[src/rtl/fastclkdiv_ctl_pkg.sv]
// Shared encodings for the fastclkdiv control stage: sequencer states and run modes.
package fastclkdiv_ctl_pkg;

    typedef enum logic [1:0] {
        IDLE = 2'd0,
        LOAD = 2'd1,
        RUN  = 2'd2
    } state_e;

    typedef enum logic {
        MODE_PERIODIC = 1'b0,
        MODE_ONESHOT  = 1'b1
    } mode_e;

endpackage

[src/rtl/fastclkdiv_ctl_if.sv]
// Control/config/status bundle between fastclkdiv_ctl, its host and the attached fastclkdiv.
interface fastclkdiv_ctl_if #(
    parameter int NBITS    = 9,
    parameter int PW_BITS  = 8,
    parameter int CNT_BITS = 16
);
    logic                i_start;
    logic                i_stop;
    logic                i_mode;
    logic [NBITS-1:0]    i_cfg_div;
    logic                i_cfg_div_wr;
    logic [PW_BITS-1:0]  i_cfg_pw;
    logic                i_div_zero;
    logic                o_div_en;
    logic                o_div_load;
    logic [NBITS-1:0]    o_div_load_q;
    logic                o_tick;
    logic                o_pulse;
    logic                o_busy;
    logic                o_cfg_pending;
    logic [CNT_BITS-1:0] o_period_cnt;

    modport master (
        output i_start, i_stop, i_mode, i_cfg_div, i_cfg_div_wr, i_cfg_pw, i_div_zero,
        input  o_div_en, o_div_load, o_div_load_q, o_tick, o_pulse, o_busy,
               o_cfg_pending, o_period_cnt
    );

    modport slave (
        input  i_start, i_stop, i_mode, i_cfg_div, i_cfg_div_wr, i_cfg_pw, i_div_zero,
        output o_div_en, o_div_load, o_div_load_q, o_tick, o_pulse, o_busy,
               o_cfg_pending, o_period_cnt
    );
endinterface

[src/rtl/fastclkdiv_ctl_pulse_stretch.sv]
// Stretches a one-cycle tick into a registered pulse of programmable width; retriggerable.
module fastclkdiv_ctl_pulse_stretch #(
    parameter int PW_BITS = 8
) (
    input  logic               clk,
    input  logic               rst_n,
    input  logic               tick,
    input  logic [PW_BITS-1:0] width,
    output logic               pulse
);
    logic [PW_BITS-1:0] rem_q;
    logic [PW_BITS-1:0] rem_d;

    always_comb begin
        rem_d = rem_q;
        if (tick) begin
            rem_d = width;
        end else if (rem_q != '0) begin
            rem_d = rem_q - 1'b1;
        end
    end

    always_ff @(posedge clk) begin
        if (!rst_n) begin
            rem_q <= '0;
            pulse <= 1'b0;
        end else begin
            rem_q <= rem_d;
            pulse <= (rem_d != '0);
        end
    end
endmodule

[src/rtl/fastclkdiv_ctl.sv]
// Start/stop sequencer around fastclkdiv with shadowed divisor, tick strobe,
// stretched output pulse and period counter.
module fastclkdiv_ctl
    import fastclkdiv_ctl_pkg::*;
#(
    parameter int               NBITS     = 9,
    parameter int               PW_BITS   = 8,
    parameter int               CNT_BITS  = 16,
    parameter logic [NBITS-1:0] DIV_RESET = '0
) (
    input  logic               i_clk,
    input  logic               i_rst_n,
    fastclkdiv_ctl_if.slave    bus
);
    state_e              state_q;
    state_e              state_d;
    mode_e               mode_q;
    logic [NBITS-1:0]    active_q;
    logic [NBITS-1:0]    shadow_q;
    logic                pending_q;
    logic [CNT_BITS-1:0] period_cnt_q;
    logic                in_run;
    logic                in_load;
    logic                start_go;
    logic                tick;
    logic                tick_reload;

    assign in_run      = (state_q == RUN);
    assign in_load     = (state_q == LOAD);
    assign start_go    = (state_q == IDLE) && bus.i_start && !bus.i_stop;
    assign tick        = in_run && bus.i_div_zero;
    // A stop coinciding with zero still ticks but must not rearm the divider.
    assign tick_reload = tick && (mode_q == MODE_PERIODIC) && !bus.i_stop;

    always_ff @(posedge i_clk) begin
        if (!i_rst_n) begin
            state_q <= IDLE;
        end else begin
            state_q <= state_d;
        end
    end

    always_comb begin
        state_d = state_q;
        case (state_q)
            IDLE:    if (start_go) state_d = LOAD;
            LOAD:    state_d = bus.i_stop ? IDLE : RUN;
            RUN:     if (bus.i_stop || (tick && mode_q == MODE_ONESHOT)) state_d = IDLE;
            default: state_d = IDLE;
        endcase
    end

    always_ff @(posedge i_clk) begin
        if (!i_rst_n) begin
            mode_q       <= MODE_PERIODIC;
            active_q     <= DIV_RESET;
            shadow_q     <= DIV_RESET;
            pending_q    <= 1'b0;
            period_cnt_q <= '0;
        end else begin
            if (start_go) begin
                mode_q       <= mode_e'(bus.i_mode);
                period_cnt_q <= '0;
            end else if (tick) begin
                period_cnt_q <= period_cnt_q + CNT_BITS'(1);
            end

            if (tick_reload && pending_q) begin
                active_q  <= shadow_q;
                pending_q <= 1'b0;
            end

            // Later assignment wins: a write on a reload edge stays pending for the next tick.
            if (bus.i_cfg_div_wr) begin
                if (state_q == IDLE) begin
                    active_q  <= bus.i_cfg_div;
                    pending_q <= 1'b0;
                end else begin
                    shadow_q  <= bus.i_cfg_div;
                    pending_q <= 1'b1;
                end
            end
        end
    end

    assign bus.o_div_en      = in_run;
    assign bus.o_div_load    = in_load || tick_reload;
    assign bus.o_div_load_q  = pending_q ? shadow_q : active_q;
    assign bus.o_tick        = tick;
    assign bus.o_busy        = in_load || in_run;
    assign bus.o_cfg_pending = pending_q;
    assign bus.o_period_cnt  = period_cnt_q;

    fastclkdiv_ctl_pulse_stretch #(
        .PW_BITS(PW_BITS)
    ) u_pulse (
        .clk   (i_clk),
        .rst_n (i_rst_n),
        .tick  (tick),
        .width (bus.i_cfg_pw),
        .pulse (bus.o_pulse)
    );
endmodule

[src/flat_wrapper.sv]
// flat-port wrapper written by rule: the top's interface ports become plain ports
module fastclkdiv_ctl_flat import fastclkdiv_ctl_pkg::*;
#(
    parameter int               NBITS     = 9,
    parameter int               PW_BITS   = 8,
    parameter int               CNT_BITS  = 16,
    parameter logic [NBITS-1:0] DIV_RESET = '0
)
  (i_clk, i_rst_n, bus_i_start, bus_i_stop, bus_i_mode, bus_i_cfg_div, bus_i_cfg_div_wr, bus_i_cfg_pw, bus_i_div_zero, bus_o_div_en, bus_o_div_load, bus_o_div_load_q, bus_o_tick, bus_o_pulse, bus_o_busy, bus_o_cfg_pending, bus_o_period_cnt);
  fastclkdiv_ctl_if #(.NBITS(NBITS), .PW_BITS(PW_BITS), .CNT_BITS(CNT_BITS)) bus_i ();
  input  logic i_clk;
  input  logic i_rst_n;
  input wire logic [$bits(bus_i.i_start)-1:0] bus_i_start;
  input wire logic [$bits(bus_i.i_stop)-1:0] bus_i_stop;
  input wire logic [$bits(bus_i.i_mode)-1:0] bus_i_mode;
  input wire logic [$bits(bus_i.i_cfg_div)-1:0] bus_i_cfg_div;
  input wire logic [$bits(bus_i.i_cfg_div_wr)-1:0] bus_i_cfg_div_wr;
  input wire logic [$bits(bus_i.i_cfg_pw)-1:0] bus_i_cfg_pw;
  input wire logic [$bits(bus_i.i_div_zero)-1:0] bus_i_div_zero;
  output wire logic [$bits(bus_i.o_div_en)-1:0] bus_o_div_en;
  output wire logic [$bits(bus_i.o_div_load)-1:0] bus_o_div_load;
  output wire logic [$bits(bus_i.o_div_load_q)-1:0] bus_o_div_load_q;
  output wire logic [$bits(bus_i.o_tick)-1:0] bus_o_tick;
  output wire logic [$bits(bus_i.o_pulse)-1:0] bus_o_pulse;
  output wire logic [$bits(bus_i.o_busy)-1:0] bus_o_busy;
  output wire logic [$bits(bus_i.o_cfg_pending)-1:0] bus_o_cfg_pending;
  output wire logic [$bits(bus_i.o_period_cnt)-1:0] bus_o_period_cnt;
  assign bus_i.i_start = bus_i_start;
  assign bus_i.i_stop = bus_i_stop;
  assign bus_i.i_mode = bus_i_mode;
  assign bus_i.i_cfg_div = bus_i_cfg_div;
  assign bus_i.i_cfg_div_wr = bus_i_cfg_div_wr;
  assign bus_i.i_cfg_pw = bus_i_cfg_pw;
  assign bus_i.i_div_zero = bus_i_div_zero;
  assign bus_o_div_en = bus_i.o_div_en;
  assign bus_o_div_load = bus_i.o_div_load;
  assign bus_o_div_load_q = bus_i.o_div_load_q;
  assign bus_o_tick = bus_i.o_tick;
  assign bus_o_pulse = bus_i.o_pulse;
  assign bus_o_busy = bus_i.o_busy;
  assign bus_o_cfg_pending = bus_i.o_cfg_pending;
  assign bus_o_period_cnt = bus_i.o_period_cnt;
  fastclkdiv_ctl #(.NBITS(NBITS), .PW_BITS(PW_BITS), .CNT_BITS(CNT_BITS), .DIV_RESET(DIV_RESET)) u_core (.i_clk(i_clk), .i_rst_n(i_rst_n), .bus(bus_i));
endmodule
[config.mk]
export PLATFORM = sky130hd
export DESIGN_NAME = fastclkdiv_ctl_flat
export DESIGN_NICKNAME = d
export VERILOG_FILES = /design/src/rtl/fastclkdiv_ctl_pkg.sv /design/src/rtl/fastclkdiv_ctl_if.sv /design/src/rtl/fastclkdiv_ctl_pulse_stretch.sv /design/src/rtl/fastclkdiv_ctl.sv /design/src/flat_wrapper.sv
export SDC_FILE = /design/constraint.sdc
export NUM_CORES = 1
export LEC_CHECK = 0
export BUFFER_PORTS_ARGS = -buffer_cell sky130_fd_sc_hd__buf_4
export CAP_MARGIN = 20
export CORE_ASPECT_RATIO = 0.8
export CORE_MARGIN = 5
export CORE_UTILIZATION = 56
export CTS_BUF_LIST = sky130_fd_sc_hd__clkbuf_2 sky130_fd_sc_hd__clkbuf_4 sky130_fd_sc_hd__clkbuf_8
export DETAILED_ROUTE_END_ITERATION = 10
export HOLD_SLACK_MARGIN = 0.03
export PLACE_DENSITY = 0.89
export SYNTH_ARGS = -nofsm -noshare
export SYNTH_HDL_FRONTEND = slang
export SYNTH_HIERARCHICAL = 1
export SYNTH_SLANG_ARGS = --single-unit
export TNS_END_PERCENT = 100
[constraint.sdc]
create_clock -name i_clk -period 2.73 [get_ports i_clk]
set_input_delay 0.1365 -clock i_clk [delete_from_list [all_inputs] [get_ports i_clk]]
set_output_delay 0.1365 -clock i_clk [all_outputs]
set_load 0.05 [all_outputs]
==> results.sh <==
export IMPL_status="finished, final reports clean"
export IMPL_nets=350
export IMPL_holdBufCountCts=0
export IMPL_finalCritPeriodShare_pct=82.33
export IMPL_period_needed_ps=2248
export IMPL_p_int_w=0.001428
export IMPL_grt_pass1_wl_um=8528
export IMPL_gr_total_overflow=0
export IMPL_wl_per_cell_um=14.02
export IMPL_clock_skew_final_ps=8.978
export IMPL_clkPwrFrac_pct=22.9
export IMPL_cts_setup_buffers=0
export IMPL_mostFrequentLayoutCells="55 x buf_4, 47 x dfxtp_1, 36 x nand2_1, 19 x nor2_1, 16 x a21oi_1"
export IMPL_fin_area_um2=2928
export IMPL_io_buffers=54
export IMPL_synthFlopType="dfxtp_1"
export IMPL_cts_max_path_buffers=2
export IMPL_synth_async_sr_flop_share_pct=0
export IMPL_drv_slew=0
export IMPL_netlist_area_um2=2371
export IMPL_gp_congestion=0.9259
export IMPL_critPathArrivalTime_ps=2440
export IMPL_hold_slack_ps=82.25
export IMPL_route_detailed_drc=0
export IMPL_cts_tree="yes"
export IMPL_slew_headroom_pct=49.85
export IMPL_fmax_mhz=444.9
export IMPL_antenna_found_initial=0
export IMPL_hold_path_class="input pin to flip-flop"
export IMPL_synth_top_area_share_pct=39.68
export IMPL_core_um2=4151
export IMPL_num_vias=2026
export IMPL_dr_pass1_iters=4
export IMPL_fillCellCount=331
export IMPL_die_y_um=68.20
export IMPL_placedInstanceArea_um2=2813
export IMPL_clk_latency_ps=310
export IMPL_die_x_um=82.75
export IMPL_drive_gt1_share_pct=25.94
export IMPL_final_hold_violation_count=0
export IMPL_row_count=21
export IMPL_finalWirelength_um=5286
export IMPL_synth_edff_count=0
export IMPL_pwr_share_comb_pct=38.9
export IMPL_p_seq_share_pct=38.1
export IMPL_fin_tns_setup_ps=0
export IMPL_die_area_um2=5644
export IMPL_yosysSeqAreaShare_pct=39.68
export IMPL_h_tree_depth=2
export IMPL_path_class="flip-flop to flip-flop"
export IMPL_regArea_um2=940.9
export IMPL_ios=55
export IMPL_netSwitchingPower_w=0.0008417
export IMPL_setup_viol=0
export IMPL_finalPower_w=0.002270
export IMPL_place_inst=369
export IMPL_grt_setup_unrepaired="no"
export IMPL_p_leak_nw=1.227
export IMPL_final_common_cell="buf_4"
export IMPL_cts_root_buf="clkbuf_8"
export IMPL_viasPerCell=5.374
export IMPL_cts_made_buffers=5
export IMPL_n_antenna_cell=0
export IMPL_start_util_pct=57.11
export IMPL_post_cts_resized=0
export IMPL_ir_drop_mv=0.5839
export IMPL_synthTopCellsByArea="dfxtp_1 40%, mux2i_1 6.3%, nand2_1 5.7%"
export IMPL_worstMarginPinSlew_ps=750.8
export IMPL_grtUsageTotal_pct=19.71
export IMPL_yosysWarnings=6
export IMPL_cp_end_kind="flip-flop"
export IMPL_syn_inst=268
export IMPL_critPathLaunchType="flip-flop"
export IMPL_maxCapViolCount=0
export IMPL_grt_pass1_vias=1888
export IMPL_syn_mean_instance_area_um2=8.847
export IMPL_antenna_left=0
export IMPL_grt_max_degree=29
export IMPL_clk_pin_slew_ps=90
export IMPL_synth_distinct_cells=46
export IMPL_hpwl_um=3836
export IMPL_syn2layout_area_growth_pct=23.48
export IMPL_layoutNonFillerInstCount=377
export IMPL_clock_sinks=47
export IMPL_worst_ep_required_time_ps=2920
export IMPL_yosys_area_top_type="dfxtp_1"
export IMPL_synth_seq_cells=47
export IMPL_swShare_pct=37.08
export IMPL_syn_num_nets=299
export IMPL_cp_max_fo=5
export IMPL_p_per_area_nw_per_um2=775.2
export IMPL_multiInputGateArea_um2=1358
export IMPL_drt_iter0_drc=169
==> path summary, 6_finish.rpt <==
check,startpoint,end,slack [ps],cells past startpoint
worst max-delay path,u_core/u_pulse/rem_q[0],u_core/u_pulse/pulse,480,7
worst min register to register,u_core/shadow_q[1],u_core/shadow_q[1],480,2
worst max register to register,u_core/u_pulse/rem_q[0],u_core/u_pulse/pulse,480,7
worst min-delay path,bus_i_cfg_div[3],u_core/shadow_q[3],80,3
==> registers in the layout, summed over array words and instances (netlist names) <==
register                  count
u_core/state_q                2
u_core/u_pulse/rem_q          8
u_core/active_q               9
u_core/mode_q                 1
u_core/bus.o_cfg_pending      1
u_core/bus.o_period_cnt      16
u_core/u_pulse/pulse          1
u_core/shadow_q               9
==> cell type report <==
| class | instances | share of cell area [%] |
|---|---|---|
| Tap cell | 57 | 2.436 |
| Clock inverter | 3 | 1.581 |
| Inverter | 8 | 1.026 |
| Clock buffer | 5 | 2.350 |
| Multi-Input combinational cell | 202 | 46.37 |
| Timing Repair Buffer | 55 | 14.10 |
| Sequential cell | 47 | 32.14 |
==> synth_stat cells, types with 2 or more instances <==
cell type	number
a22oi_1	3
ha_1	7
xor2_1	6
nor2_1	19
o21ai_0	13
mux2_2	10
nor3_1	7
inv_1	8
dfxtp_1	47
nor4_1	4
nand2b_1	5
a21oi_1	16
nand2_1	36
mux2i_1	15
nand4_1	3
or3_1	3
nand3_1	4
and2_1	5
buf_2	2
xnor2_1	9
nor3b_1	2
nor2b_1	4
clkbuf_1	8
a21boi_0	9
o21a_1	2
==> cells by family (layout without fill, tap and decap cells) <==
family	Yosys count	count (layout)	synth area share (%)
adders and majority gates	7	7	3.694
xor gates and xnor gates	15	15	5.541
DFF	47	47	39.68
muxes	25	25	11.08
and+or+nand+nor	106	106	23.64
AOI/OAI and AO/OA	49	49	13.19
buffers and inverters	19	71	3.166
==> power groups by stage <==
stage	logic, W	registers [W]	clock network [W]
6_report	0.000883	0.000866	0.000521
4_1_cts	0.000870	0.000864	0.000532
5_1_grt	0.000942	0.000877	0.000561
3_3_place_gp	0.000844	0.000874	0
3_5_place_dp	0.000855	0.000878	0
2_1_floorplan	0.000656	0.000877	0
==> layer usage <==
metal / wire length (um) / global-route usage (%) / vias up
li1: - / - / 1035
met1: 2576 / 27.32 / 924
met2: 2307 / 30.00 / 63
met5: 0 / 0 / -
met3: 358 / 5.000 / 4
met4: 44 / 6.327 / 0
==> critical path: stages, from the launching register on <==
cell and delay, ps:
dfxtp_1 350, inv_1 140, ha_1 210, nor3b_1 330
nand2_1 230, mux2i_1 170, mux2_2 290, o41a_1 420
==> per-stage QoR <==
step / utilization [%] / setup slack [ps]
3_5_place_dp: 67.75 / 520.7
5_1_grt: 70.52 / 377.6
6_report: 70.52 / 482.3
3_3_place_gp: 67.75 / 591.6
4_1_cts: 70.52 / 496.7
2_1_floorplan: - / 104.3
Note: power is estimated with default switching activity, not from simulation.
